===== src/rtl/bcd_serial_adder.sv =====
// rtl/bcd_serial_adder.sv - digit-serial packed-BCD adder/subtractor with start/busy/done handshake
module bcd_serial_adder #(
  parameter int DIGITS = 4
) (
  input  logic                  clk,
  input  logic                  reset,
  input  logic                  start,
  input  logic                  sub,
  input  logic [4*DIGITS-1:0]   a,
  input  logic [4*DIGITS-1:0]   b,
  output logic                  busy,
  output logic                  done,
  output logic [4*DIGITS-1:0]   sum,
  output logic                  cout,
  output logic                  invalid
);

  localparam int CW = (DIGITS > 1) ? $clog2(DIGITS) : 1;
  localparam logic [CW-1:0] LAST = CW'(DIGITS - 1);

  typedef enum logic [1:0] {IDLE, RUN, DONE} state_t;

  state_t              state;
  logic [4*DIGITS-1:0] a_r;
  logic [4*DIGITS-1:0] b_r;
  logic                sub_r;
  logic                carry;
  logic [CW-1:0]       count;

  logic [3:0] ad;
  logic [3:0] bd;
  logic [3:0] bp;
  logic [4:0] t;
  logic [4:0] t6;
  logic [3:0] dig;
  logic       carry_n;

  // True when any 4-bit digit of the operand is outside 0..9.
  function automatic logic has_bad(input logic [4*DIGITS-1:0] v);
    logic bad;
    bad = 1'b0;
    for (int i = 0; i < DIGITS; i++) begin
      if (v[4*i +: 4] > 4'd9) bad = 1'b1;
    end
    return bad;
  endfunction

  // Select the current digit pair and form one decimal digit plus carry.
  always_comb begin
    ad = 4'd0;
    bd = 4'd0;
    for (int i = 0; i < DIGITS; i++) begin
      if (count == CW'(i)) begin
        ad = a_r[4*i +: 4];
        bd = b_r[4*i +: 4];
      end
    end
    // 9's complement of B; the initial carry of 1 makes it 10's complement.
    bp = sub_r ? (4'd9 - bd) : bd;
    t  = {1'b0, ad} + {1'b0, bp} + {4'd0, carry};
    t6 = t + 5'd6;
    if (t > 5'd9) begin
      dig     = t6[3:0];
      carry_n = 1'b1;
    end else begin
      dig     = t[3:0];
      carry_n = 1'b0;
    end
  end

  // Handshake FSM: latch operands on start, one digit per RUN cycle, pulse done.
  always_ff @(posedge clk) begin
    if (reset) begin
      state   <= IDLE;
      a_r     <= '0;
      b_r     <= '0;
      sub_r   <= 1'b0;
      carry   <= 1'b0;
      count   <= '0;
      busy    <= 1'b0;
      done    <= 1'b0;
      sum     <= '0;
      cout    <= 1'b0;
      invalid <= 1'b0;
    end else begin
      case (state)
        IDLE: begin
          done <= 1'b0;
          if (start) begin
            a_r     <= a;
            b_r     <= b;
            sub_r   <= sub;
            carry   <= sub;
            count   <= '0;
            invalid <= has_bad(a) | has_bad(b);
            sum     <= '0;
            busy    <= 1'b1;
            state   <= RUN;
          end
        end
        RUN: begin
          for (int i = 0; i < DIGITS; i++) begin
            if (count == CW'(i)) sum[4*i +: 4] <= dig;
          end
          carry <= carry_n;
          if (count == LAST) begin
            count <= '0;
            busy  <= 1'b0;
            done  <= 1'b1;
            state <= DONE;
            // Invalid operands still take the full run time, but report nothing.
            if (invalid) begin
              sum  <= '0;
              cout <= 1'b0;
            end else begin
              cout <= carry_n;
            end
          end else begin
            count <= count + 1'b1;
          end
        end
        DONE: begin
          done  <= 1'b0;
          state <= IDLE;
        end
        default: state <= IDLE;
      endcase
    end
  end

endmodule


===== config.mk =====
export PLATFORM = sky130hd
export DESIGN_NAME = bcd_serial_adder
export DESIGN_NICKNAME = d
export VERILOG_FILES = /design/src/rtl/bcd_serial_adder.sv
export SDC_FILE = /design/constraint.sdc
export NUM_CORES = 1
export LEC_CHECK = 0
export BUFFER_PORTS_ARGS = -buffer_cell sky130_fd_sc_hd__buf_2
export CAP_MARGIN = 0
export CORE_MARGIN = 8
export CORE_UTILIZATION = 55
export CTS_CLUSTER_DIAMETER = 100
export DETAILED_ROUTE_END_ITERATION = 7
export HOLD_SLACK_MARGIN = 0.02
export PLACE_DENSITY = 0.8
export SYNTH_ARGS = -nofsm -noshare
export SYNTH_HDL_FRONTEND = slang
export SYNTH_SLANG_ARGS = --single-unit

===== constraint.sdc =====
create_clock -name clk -period 6.67 [get_ports clk]
set_clock_uncertainty 0.15 [all_clocks]
set_input_delay 0.667 -clock clk [delete_from_list [all_inputs] [get_ports clk]]
set_output_delay 0.667 -clock clk [all_outputs]
set_load 0.02 [all_outputs]

-- Yosys cells after proc, flatten, opt, wreduce, memory -nomap -nowiden
Index checks and enable logic that the tools add are counted.
- $add $sub $neg: 5
- magnitude comparators: 9
- equal/unequal tests: 7
- mux-type cells: 47
- bitwise logic cells: 1
- reduce and logical (&&, ||, !) cells: 11
- operators by type and width (kind ; number):
    2-to-1 mux 4 bit ; 14
    2-to-1 mux 16 bit ; 3
    > comparator 4 bit (second input constant) ; 8
    case mux 16 bit (2 select lines) ; 1
    2-to-1 mux 1 bit ; 20
    AND reduction 2 bit ; 5
    2-to-1 mux 2 bit ; 4
    case mux 2 bit (2 select lines) ; 2
    == test 2 bit (second input constant) ; 3
    case mux 1 bit (2 select lines) ; 3
    adder 4 x 4 -> 5 bit ; 1
    adder 5 x 1 -> 5 bit ; 1
    > comparator 5 x 4 -> 1 bit (second input constant) ; 1
    adder 4 x 3 -> 4 bit (second input constant) ; 1
    == test 2 x 1 -> 1 bit (second input constant) ; 2
    logical NOT 2 bit ; 2
    != test 2 bit (second input constant) ; 2
    nonzero test 2 bit ; 2
    subtractor 4 bit (first input constant) ; 1
    AND reduction 3 bit ; 1
    adder 2 x 1 -> 2 bit (second input constant) ; 1
    OR reduction 2 bit ; 1
    OR 1 bit ; 1
- bits in registers: 58
- output and inout bits: 20
- word-level logic and storage cells: 91

-- Logic depth before layout (Yosys ltp)
Gate-level depths: netlist (run 1).
- depth after elaboration: 15
- gate-level depth with buffers: 19

-- Least setup slack after synthesis (run 1)
No wires, ideal clock.
- kind: reg-to-reg
- start: register count[0]
- end: register sum[10]
- setup time: 0.092 ns
- data arrival time: 3.650 ns
- required time: 6.428 ns
- slack: 2.777 ns
- stages on the path, launching flop included: 19
- path buffers: 1
- period minus slack after synthesis: 3.893 ns
- cells stage by stage: dfxtp_1 inv_1 ha_1 clkbuf_1 nand3_1 a21oi_1 a21oi_1 o21ai_0 xnor2_1 fa_1 inv_1 fa_1 xnor2_1 ha_1 a22o_1 o31ai_4 mux2i_1 nand2_1 o32ai_1
- longest elaborated chain between the ends: 15
- ends and longest elaborated chain (what ; RTL line ; RTL):
    start, declared ; 28 ; logic [CW-1:0] count;
    start signal, assigned ; 119 ; count <= count + 1'b1;
    logical NOT 2 bit ; 53 ; if (count == CW'(i)) begin
    2-to-1 mux 4 bit (4 in series) ; 53 ;
    subtractor 4 bit ; 59 ; bp = sub_r ? (4'd9 - bd) : bd;
    2-to-1 mux 4 bit ; 59 ;
    adder 4 x 4 -> 5 bit ; 60 ; t = {1'b0, ad} + {1'b0, bp} + {4'd0, carry};
    adder 5 x 1 -> 5 bit ; 60 ;
    adder 4 x 3 -> 4 bit / > comparator 5 x 4 -> 1 bit (equally long branches) ; 61, 62 ;
    2-to-1 mux 4 bit ; 62 ; if (t > 5'd9) begin
    2-to-1 mux 4 bit ; 103 ; if (count == CW'(i)) sum[4*i +: 4] <= dig;
    2-to-1 mux 16 bit ; 112 ; if (invalid) begin
    2-to-1 mux 16 bit * ; 106 ; if (count == LAST) begin
    case mux 16 bit (2 select lines) * ; 86 ; case (state)
    end signal, assigned by index ; 103 ;
    end, declared ; 13 ; output logic [4*DIGITS-1:0] sum,
Mark *: on every way between the ends. The rest lies on a longest branch, timed or not.
A chain may end at the register's enable or synchronous reset.

-- Final worst setup path (run 1)
- start: register count[1]
- end: register sum[6]
The elaborated chain is that of the path after synthesis.

==> results.py, run 1 <==
metrics = {
    "layout": {
        "finalNetCount": 449,
        "fillers": 438,
        "drive_above_1_share": 0.182,
        "antenna_cells": 0,
        "area_growth_pct": 17.1,
        "layout_common_cells": "85 x nand2_1, 58 x dfxtp_1, 57 x a21oi_1",
        "final_common_cell": "nand2_1",
    },
    "power": {
        "vdd_drop_max_uv": 157,
        "seqPwrFrac": 0.459,
        "power_w": 0.000820,
        "power_frac_clock": 0.350,
        "power_frac_comb": 0.191,
        "p_leak_nw": 1.35,
        "power.internal_w": 0.000565,
        "swShare": 0.311,
        "powerDensity_nw_per_um2": 258,
        "p_sw_w": 0.000255,
    },
    "clocking": {
        "clock_latency_ns": 0.35,
        "clockBufferDepth": 2,
        "hold_buffers": 0,
        "cts_setup_buffers": 0,
        "cts_buffers": 9,
        "cts.htree.levels": 3,
        "cts_sinks": 58,
        "cts_tree": "yes",
        "cts.clk_slew.worst_paths_ns": 0.07,
        "root_buffer": "clkbuf_8",
        "cts_resized": 0,
    },
    "timing": {
        "finalSetupTns_ns": 0,
        "maxSlewHeadroom": 0.287,
        "period_needed_ns": 4.65,
        "fmax_mhz": 215,
        "rsz0062_at_grt": "false",
        "tightest_slew_ns": 1.07,
        "fin_crit_sh": 0.698,
        "setup_viol": 0,
        "hold-worst-slack_ns": 0.303,
        "finalHoldViolCount": 0,
        "final-max-slew-violation-count": 0,
    },
    "yosys": {
        "netlist_area_um2": 2720,
        "synth_top_cell_area_share": 0.427,
        "synthTopCellsByArea": "dfxtp_1 43%, nand2_1 12%, a21oi_1 11%",
        "postSynthCellCount": 355,
        "synth_cell_type_count": 33,
        "synth_area_leader_cell": "dfxtp_1",
        "syn_avg_cell_area_um2": 7.65,
        "synth_warnings": 0,
        "ys_ff_latch": 58,
        "syn_nets": 402,
        "synth_seq_area_share": 0.427,
    },
    "min_path": {
        "min_from": "sum[13]",
        "hp-class": "reg2reg",
    },
    "placement": {
        "io_buffers": 55,
        "gp_congestion": 0.804,
        "dpl.hpwl_mm": 4.98,
    },
    "job": {
        "drv_cap": 0,
    },
    "global_routing": {
        "grt_overflow": 0,
        "grt_pass1_wl_mm": 11.4,
        "first_global_vias": 2471,
        "grt_max_degree": 63,
        "antenna_found_initial": 0,
        "grt_usage": 0.192,
    },
    "floorplanning": {
        "fp.dieW_um": 86.3,
        "io_pins": 56,
        "die_h_um": 86.3,
        "die_area_um2": 7440,
        "initial_utilization": 0.571,
        "core_um2": 4750,
        "num_rows": 25,
    },
    "setup_path": {
        "cp.required_ns": 6.78,
        "cp_top_family": "adder cells",
        "critPathBufInv": 4,
        "arrival_ns": 4.76,
        "worstPathCellList": "inv_1 > ha_1 > inv_1 > and3_1 > a211oi_1 > nor3_1 > a21o_1 > inv_1 > ha_1 > inv_1 > mux2i_1 > ha_1 > xnor2_1 > ha_1 > a22o_1 > o31ai_4 > mux2i_1 > nand2_1 > o32ai_1",
        "rr_startpoint": "count[1]",
        "worstPathMaxFanout": 13,
        "cp-startpoint": "count[1]",
        "critical_path_class": "reg2reg",
        "endpoint_kind": "flop",
        "critPathMaxStageDelay_ns": 0.46,
        "crit_slowest_cell": "mux2i_1",
        "worst_setup_path_start_kind": "flop",
    },
    "route": {
        "avgRoutedWirePerCell_um": 14.8,
        "drcViolationCount": 0,
        "ant_nets": 0,
        "viasPerCell": 5.53,
        "vias": 2620,
        "firstDrtPassIters": 4,
        "drt_iter0_drc": 216,
        "wirelength_mm": 6.99,
    },
    "status": {
        "outcome": "finished clean",
    },
}
[power groups by stage]
| stage | clock network (W) | registers, W | logic (W) |
|---|---|---|---|
| finish | 0.000287 | 0.000377 | 0.000157 |
| detailed placement | 0 | 0.000384 | 0.000155 |
| CTS | 0.000289 | 0.000376 | 0.000156 |
| global placement | 0 | 0.000384 | 0.000150 |
| global route | 0.000304 | 0.000378 | 0.000174 |
| floorplan | 0 | 0.000384 | 0.000109 |
[per-stage QoR]
| stage | cells | instance area, um^2 | utilization | worst slack [ns] |
|---|---|---|---|---|
| after floorplan | 355 | 2720 | - | 2.78 |
| after global placement | 458 | 3010 | 0.633 | 2.31 |
| after detailed placement | 458 | 3010 | 0.633 | 2.07 |
| after CTS | 474 | 3180 | 0.669 | 2.07 |
| after global routing | 474 | 3180 | 0.669 | 1.72 |
| final | 474 | 3180 | 0.669 | 2.02 |
[path summary, 6_finish.rpt]
| check | end | depth (start not counted) | slack, ns |
|---|---|---|---|
| setup / recovery | sum[6] | 19 | 2.02 |
| setup reg to reg | sum[6] | 19 | 2.02 |
| hold reg to reg | sum[13] | 2 | 0.30 |
| hold / removal | sum[13] | 2 | 0.30 |
[cells by family (layout without fill, tap and decap cells)]
kind of cell | after synthesis | after routing | share of synthesized area
AOI/OAI and AO/OA | 103 | 103 | 0.223
adders and majority gates | 11 | 11 | 0.0562
xor gates and xnor gates | 4 | 4 | 0.0129
buffers and inverters | 33 | 85 | 0.0456
muxes | 4 | 4 | 0.0147
DFF | 58 | 58 | 0.427
and+or+nand+nor | 142 | 142 | 0.220
[tightest hold or removal path, cell delays in order, from the launching register on]
cell,delay [ns]
dfxtp_1,0.31
nand2_1,0.05
a21oi_1,0.05
[routing by layer]
layer | routed length, um | GRT usage | part of all wire | vias to the layer above
met5 | 0 | 0 | 0 | -
met4 | 135 | 0.0814 | 0.019 | 0
met3 | 423 | 0.0529 | 0.060 | 12
met2 | 3330 | 0.313 | 0.48 | 87
met1 | 3100 | 0.231 | 0.44 | 1207
li1 | - | - | - | 1314
[sequential cells by signal, indices dropped and copies added, names as in the netlist]
name and cells:
a_r 16, b_r 16, busy 1, carry 1, count 2, cout 1
done 1, invalid 1, state 2, sub_r 1, sum 16
[cell type report]
type / instances / area (um^2) / share of cell area
tap: 67 / 83.8 / 0.0263
clock inverter: 5 / 30.0 / 0.00944
multi-input combinational: 264 / 1430 / 0.451
inverter: 13 / 48.8 / 0.0153
sequential: 58 / 1160 / 0.365
clock buffer: 11 / 141 / 0.0444
timing repair buffer: 56 / 283 / 0.0889
[synth_stat cells]
cell	number
a2111oi_0	1
nand2_1	85
nand4_1	2
a21boi_1	1
mux2i_1	4
nand2b_1	6
a211oi_1	1
o31ai_4	1
dfxtp_1	58
or3_1	1
fa_1	2
clkbuf_1	17
o32ai_1	3
o21ai_0	18
a21oi_1	57
nor3_1	4
and3_1	6
nor2b_1	2
a32oi_1	3
a22oi_1	6
or2_2	1
ha_1	9
and3b_1	1
inv_1	13
a22o_1	4
nor2_1	29
nand3b_1	1
xnor2_1	4
a21o_1	3
o22ai_1	4
buf_1	3
nand3_1	4
a31oi_1	1
No activity file was read; power rests on OpenSTA's default activity.
==> run 2: changes to the inputs <==
- CORE_UTILIZATION: 55 -> 54
- PLACE_DENSITY: 0.8 -> 0.79
- clock period: 6.67 -> 4.4 ns (I/O delays scaled with it)
==> run 2 against run 1 <==
Sequential share of layout area down 0.65 points; power up 48%; final area up 1.9%; global-route usage up 0.47 points; clock power up 38%; critical endpoint is now sum[2]; largest power group unchanged; highest routed layer unchanged.
==> results.py, run 2 (synthesis gave the netlist of run 1 again) <==
metrics = {
    "setup_path": {
        "worst_setup_path_start_kind": "flop",
        "crit_path_frequent_cell": "ha_1",
        "worstPathMaxFanout": 9,
        "critPathMaxStageDelay_ns": 0.39,
        "crit_slowest_cell": "mux2i_2",
        "ff2ff_path_depth": 19,
        "arrival_ns": 4.30,
        "endpoint_kind": "flop",
        "rr_startpoint": "count[1]",
        "worstPathCellList": "inv_1 > ha_1 > inv_4 > and3_1 > a211oi_1 > nor3_1 > a21o_1 > inv_1 > ha_1 > inv_1 > mux2i_1 > ha_1 > xnor2_2 > ha_1 > a22o_1 > o31ai_4 > mux2i_2 > nand2_2 > o32ai_1",
        "cp.required_ns": 4.49,
        "critical_path_class": "reg2reg",
        "worstReg2RegEnd": "sum[2]",
        "r2r_slack_ns": 0.19,
    },
    "clocking": {
        "cts.htree.levels": 3,
        "cts_buffers": 9,
        "cts.clk_slew.worst_paths_ns": 0.06,
        "root_buffer": "clkbuf_8",
        "cts_tree": "yes",
        "cts_setup_buffers": 0,
        "clock_latency_ns": 0.33,
        "clockBufferDepth": 2,
        "cts_sinks": 58,
    },
    "floorplanning": {
        "initial_utilization": 0.546,
        "die_area_um2": 7560,
        "fp.dieW_um": 86.9,
        "core_um2": 4980,
        "die_h_um": 86.9,
        "num_rows": 26,
        "io_pins": 56,
    },
    "route": {
        "vias": 2598,
        "drcViolationCount": 0,
        "avgRoutedWirePerCell_um": 14.6,
        "drt_iter0_drc": 178,
        "viasPerCell": 5.40,
        "wirelength_mm": 7.02,
        "ant_nets": 0,
        "firstDrtPassIters": 4,
    },
    "global_routing": {
        "antenna_found_initial": 0,
        "grt_max_degree": 63,
        "grt_pass1_wl_mm": 11.6,
        "grt_overflow": 0,
        "grt_usage": 0.197,
        "first_global_vias": 2514,
    },
    "timing": {
        "tightest_slew_ns": 1.07,
        "finalHoldViolCount": 0,
        "period_needed_ns": 4.21,
        "maxSlewHeadroom": 0.286,
        "fmax_mhz": 237,
        "setup_viol": 0,
        "finalSetupTns_ns": 0,
        "rsz0062_at_grt": "false",
        "final-max-slew-violation-count": 0,
        "fin_crit_sh": 0.958,
    },
    "min_path": {
        "min_from": "b[0]",
        "min_to": "b_r[0]",
        "worst_hold_path.num_cells": 3,
        "hp-class": "in2reg",
    },
    "layout": {
        "antenna_cells": 0,
        "area_growth_pct": 19.4,
        "finalNetCount": 454,
        "final_common_cell": "nand2_1",
        "layout_common_cells": "84 x nand2_1, 57 x a21oi_1, 57 x dfxtp_1",
        "ff_latch_area_um2": 1160,
        "drive_above_1_share": 0.212,
        "fillers": 435,
        "multiInputGateArea_um2": 1470,
        "top_regs": "a_r x16, b_r x16, sum x16",
    },
    "power": {
        "powerDensity_nw_per_um2": 376,
        "power_w": 0.00122,
        "p_leak_nw": 1.38,
        "vdd_drop_max_uv": 251,
    },
    "status": {
        "outcome": "finished clean",
    },
    "placement": {
        "io_buffers": 55,
        "dpl.hpwl_mm": 5.04,
        "gp_congestion": 0.830,
    },
    "job": {
        "drv_cap": 0,
    },
}
==> run 2: cell count changes in the layout (fill, tap and decap cells not counted), moves of 2 or more <==
| cell | before | now |
|---|---|---|
| o32ai_1 | 3 | 1 |
| clkinvlp_4 | 2 | 0 |
| ha_1 | 9 | 7 |
| ha_2 | 0 | 2 |
| o32ai_2 | 0 | 2 |
| buf_4 | 1 | 6 |
==> run 2: metrics by stage <==
stage	utilization	instances	area (um^2)	setup slack, ns	hold WS (ns)
finish	0.652	481	3240	0.187	0.195
CTS	0.644	481	3200	0.0656	0.184
global placement	0.613	466	3050	0.274	0.290
global route	0.652	481	3240	0.0142	0.199
floorplan	-	355	2720	0.507	0.282
detailed placement	0.613	466	3050	0.163	0.297
==> run 2: what timing repair did <==
action                                  CTS  global route
hold buffers                              0             0
endpoints found under the setup margin    0            11
resized for setup                         0            12
==> run 2: worst max-delay path, delay by kind of cell, from the launching register on <==
kind | cells | cell delay, ns
mux | 2 | 0.46
fa+ha+maj | 4 | 1.06
xor+xnor | 1 | 0.19
simple gates | 3 | 0.40
compound gates | 5 | 1.22
flops | 1 | 0.34
buf+inv | 4 | 0.29
==> run 2: how the worst max path moves through the flow <==
stage	end	depth (start not counted)	from
finish	sum[2]	19	count[1]
global route	sum[10]	17	count[0]
global placement	sum[2]	17	count[0]
detailed placement	sum[2]	18	count[1]
CTS	sum[10]	18	count[1]
floorplan	sum[10]	18	count[0]
==> run 2: where the power goes <==
group          internal (W)  switching [W]  leakage (nW)
clock              0.000197       0.000200        0.0827
sequential         0.000552      0.0000178         0.474
combinational     0.0000976       0.000154         0.826
total              0.000847       0.000371          1.38
==> run 2: layer usage <==
metal	part of all wire	vias to the layer above	global-route usage
met2	0.48	78	0.321
met3	0.054	12	0.0443
met4	0.020	0	0.0892
met1	0.45	1198	0.239
met5	0	-	0
li1	-	1310	-
==> run 2: final cells by class <==
cell class	count	share of cell area
Multi-Input combinational cell	264	0.453
Sequential cell	58	0.358
Timing Repair Buffer	61	0.0988
Clock buffer	11	0.0405
Tap cell	70	0.0270
Inverter	13	0.0158
Clock inverter	4	0.00617
==> run 3: changes to the inputs <==
- CORE_ASPECT_RATIO: not set -> 1.4
==> run 3 against run 2 <==
First-iteration DRC count increased by 14%; die area is 0.42% higher; non-clock buffer count unchanged; final area up 1.0%; worst setup slack better by 0.014 ns; routed wire length up 0.26%; register-to-register slack about the same; maximum frequency rose by 0.33%; hold slack lost 0.0096 ns; largest power group unchanged; count of clock-buffer cells in the layout up 1; via count rose by 1.5%.
==> results.py, run 3 (synthesis gave the netlist of run 1 again) <==
metrics = {
    "route": {
        "avgRoutedWirePerCell_um": 14.8,
        "drt_iter0_drc": 203,
        "ant_nets": 0,
        "firstDrtPassIters": 4,
        "viasPerCell": 5.55,
        "vias": 2638,
        "drcViolationCount": 0,
        "wirelength_mm": 7.04,
    },
    "clocking": {
        "cts.clk_slew.worst_paths_ns": 0.06,
        "root_buffer": "clkbuf_8",
        "cts_sinks": 58,
        "cts_tree": "yes",
        "cts.htree.levels": 3,
        "cts_buffers": 9,
        "clockBufferDepth": 2,
        "clock_latency_ns": 0.34,
        "hold_buffers": 0,
    },
    "global_routing": {
        "grt_pass1_wl_mm": 11.7,
        "grt_usage": 0.190,
        "antenna_found_initial": 0,
        "grt_overflow": 0,
        "first_global_vias": 2537,
        "grt_max_degree": 63,
    },
    "layout": {
        "final_common_cell": "nand2_1",
        "final_core_utilization": 0.677,
        "antenna_cells": 0,
        "top_regs": "a_r x16, b_r x16, sum x16",
        "layout_common_cells": "85 x nand2_1, 57 x a21oi_1, 57 x dfxtp_1",
        "stdcell_count": 475,
        "area_growth_pct": 20.6,
        "finalNetCount": 454,
        "drive_above_1_share": 0.209,
    },
    "timing": {
        "period_needed_ns": 4.20,
        "tightest_slew_ns": 1.08,
        "final-max-slew-violation-count": 0,
        "setup_viol": 0,
        "fin_crit_sh": 0.954,
        "fmax_mhz": 238,
        "finalHoldViolCount": 0,
        "finalWorstSetupSlack_ns": 0.200,
        "maxSlewHeadroom": 0.281,
    },
    "floorplanning": {
        "io_pins": 56,
        "die_area_um2": 7590,
        "initial_utilization": 0.561,
        "fp.dieW_um": 75.9,
        "core_um2": 4840,
        "die_h_um": 99.9,
        "num_rows": 30,
    },
    "setup_path": {
        "critical_path_class": "reg2reg",
        "worstPathCellList": "inv_1 > ha_2 > inv_4 > and3_1 > a211oi_1 > nor3_1 > a21o_1 > inv_1 > ha_1 > inv_1 > mux2i_1 > ha_1 > xnor2_2 > ha_1 > a22o_1 > o31ai_4 > mux2i_4 > nand2_1 > o32ai_1",
        "endpoint_kind": "flop",
        "ff2ff_path_depth": 19,
        "cp-startpoint": "count[1]",
        "crit_cells": 19,
        "arrival_ns": 4.29,
        "cp.required_ns": 4.49,
        "critPathBufInv": 4,
        "cp_top_family": "compound AO/OA/AOI/OAI gates",
        "worst_setup_path_start_kind": "flop",
        "critPathMaxStageDelay_ns": 0.39,
        "worstPathMaxFanout": 9,
        "crit_slowest_cell": "o31ai_4",
        "rr_startpoint": "count[1]",
    },
    "placement": {
        "place_inst": 457,
        "gp_congestion": 0.950,
        "dp_slack_ns": 0.104,
        "dpl.hpwl_mm": 5.06,
        "io_buffers": 55,
    },
    "min_path": {
        "min_from": "b[12]",
        "worst_hold_path.num_cells": 3,
        "hp-class": "in2reg",
    },
    "power": {
        "powerDensity_nw_per_um2": 387,
        "p_leak_nw": 1.40,
        "vdd_drop_max_uv": 251,
    },
    "status": {
        "outcome": "finished clean",
    },
    "job": {
        "drv_cap": 0,
    },
}
-- run 3: cell count changes in the layout (fill, tap and decap cells not counted), moves of 2 or more --
cell / delta
clkbuf_8: +2
ha_4: +2
o32ai_1: +2
o32ai_2: -2
-- run 3: worst min-delay path, stage by stage --
cell	delay, ns
buf_2	0.09
nand2_1	0.05
a21oi_1	0.05
-- run 3: layout make-up --
| type | count | area (um^2) |
|---|---|---|
| clock buffer | 12 | 155 |
| clock inverter | 3 | 15.0 |
| sequential | 58 | 1160 |
| fill | 426 | 1570 |
| timing repair buffer | 61 | 324 |
| inverter | 13 | 51.3 |
| multi-input combinational | 264 | 1490 |
| tap | 64 | 80.1 |
-- run 3: power by group --
part	internal [W]	total, W	switching (W)
registers	0.000552	0.000570	0.0000173
logic	0.000110	0.000270	0.000160
clock network	0.000229	0.000430	0.000201
total	0.000891	0.00127	0.000378
-- run 3: per-layer routing --
metal | up-vias | part of all wire | GRT usage
met5 | - | 0 | 0
met4 | 0 | 0.030 | 0.118
met3 | 18 | 0.055 | 0.0456
met2 | 96 | 0.50 | 0.323
met1 | 1207 | 0.41 | 0.208
li1 | 1317 | - | -
-- run 3: what timing repair did --
action / 4_1_cts / 5_1_grt
buffers inserted: 0 / 3
resized for setup: 0 / 14
setup endpoints to repair: 0 / 12
endpoints found under the hold margin: 0 / 0
-- run 3: final timing paths --
check                  to  slack, ns
setup / recovery   sum[2]       0.20
hold / removal    b_r[12]       0.19
setup reg to reg   sum[2]       0.20
hold reg to reg   b_r[11]       0.31
-- run 3: metrics by stage --
step / TNS [ns] / hold WS, ns / total power [W] / area (um^2)
final: 0 / 0.186 / 0.00127 / 3280
after global routing: -0.0715 / 0.190 / 0.00133 / 3280
after CTS: 0 / 0.182 / 0.00124 / 3190
after detailed placement: 0 / 0.300 / 0.000816 / 3020
after global placement: 0 / 0.292 / 0.000808 / 3020
after floorplan: 0 / 0.282 / 0.000747 / 2720
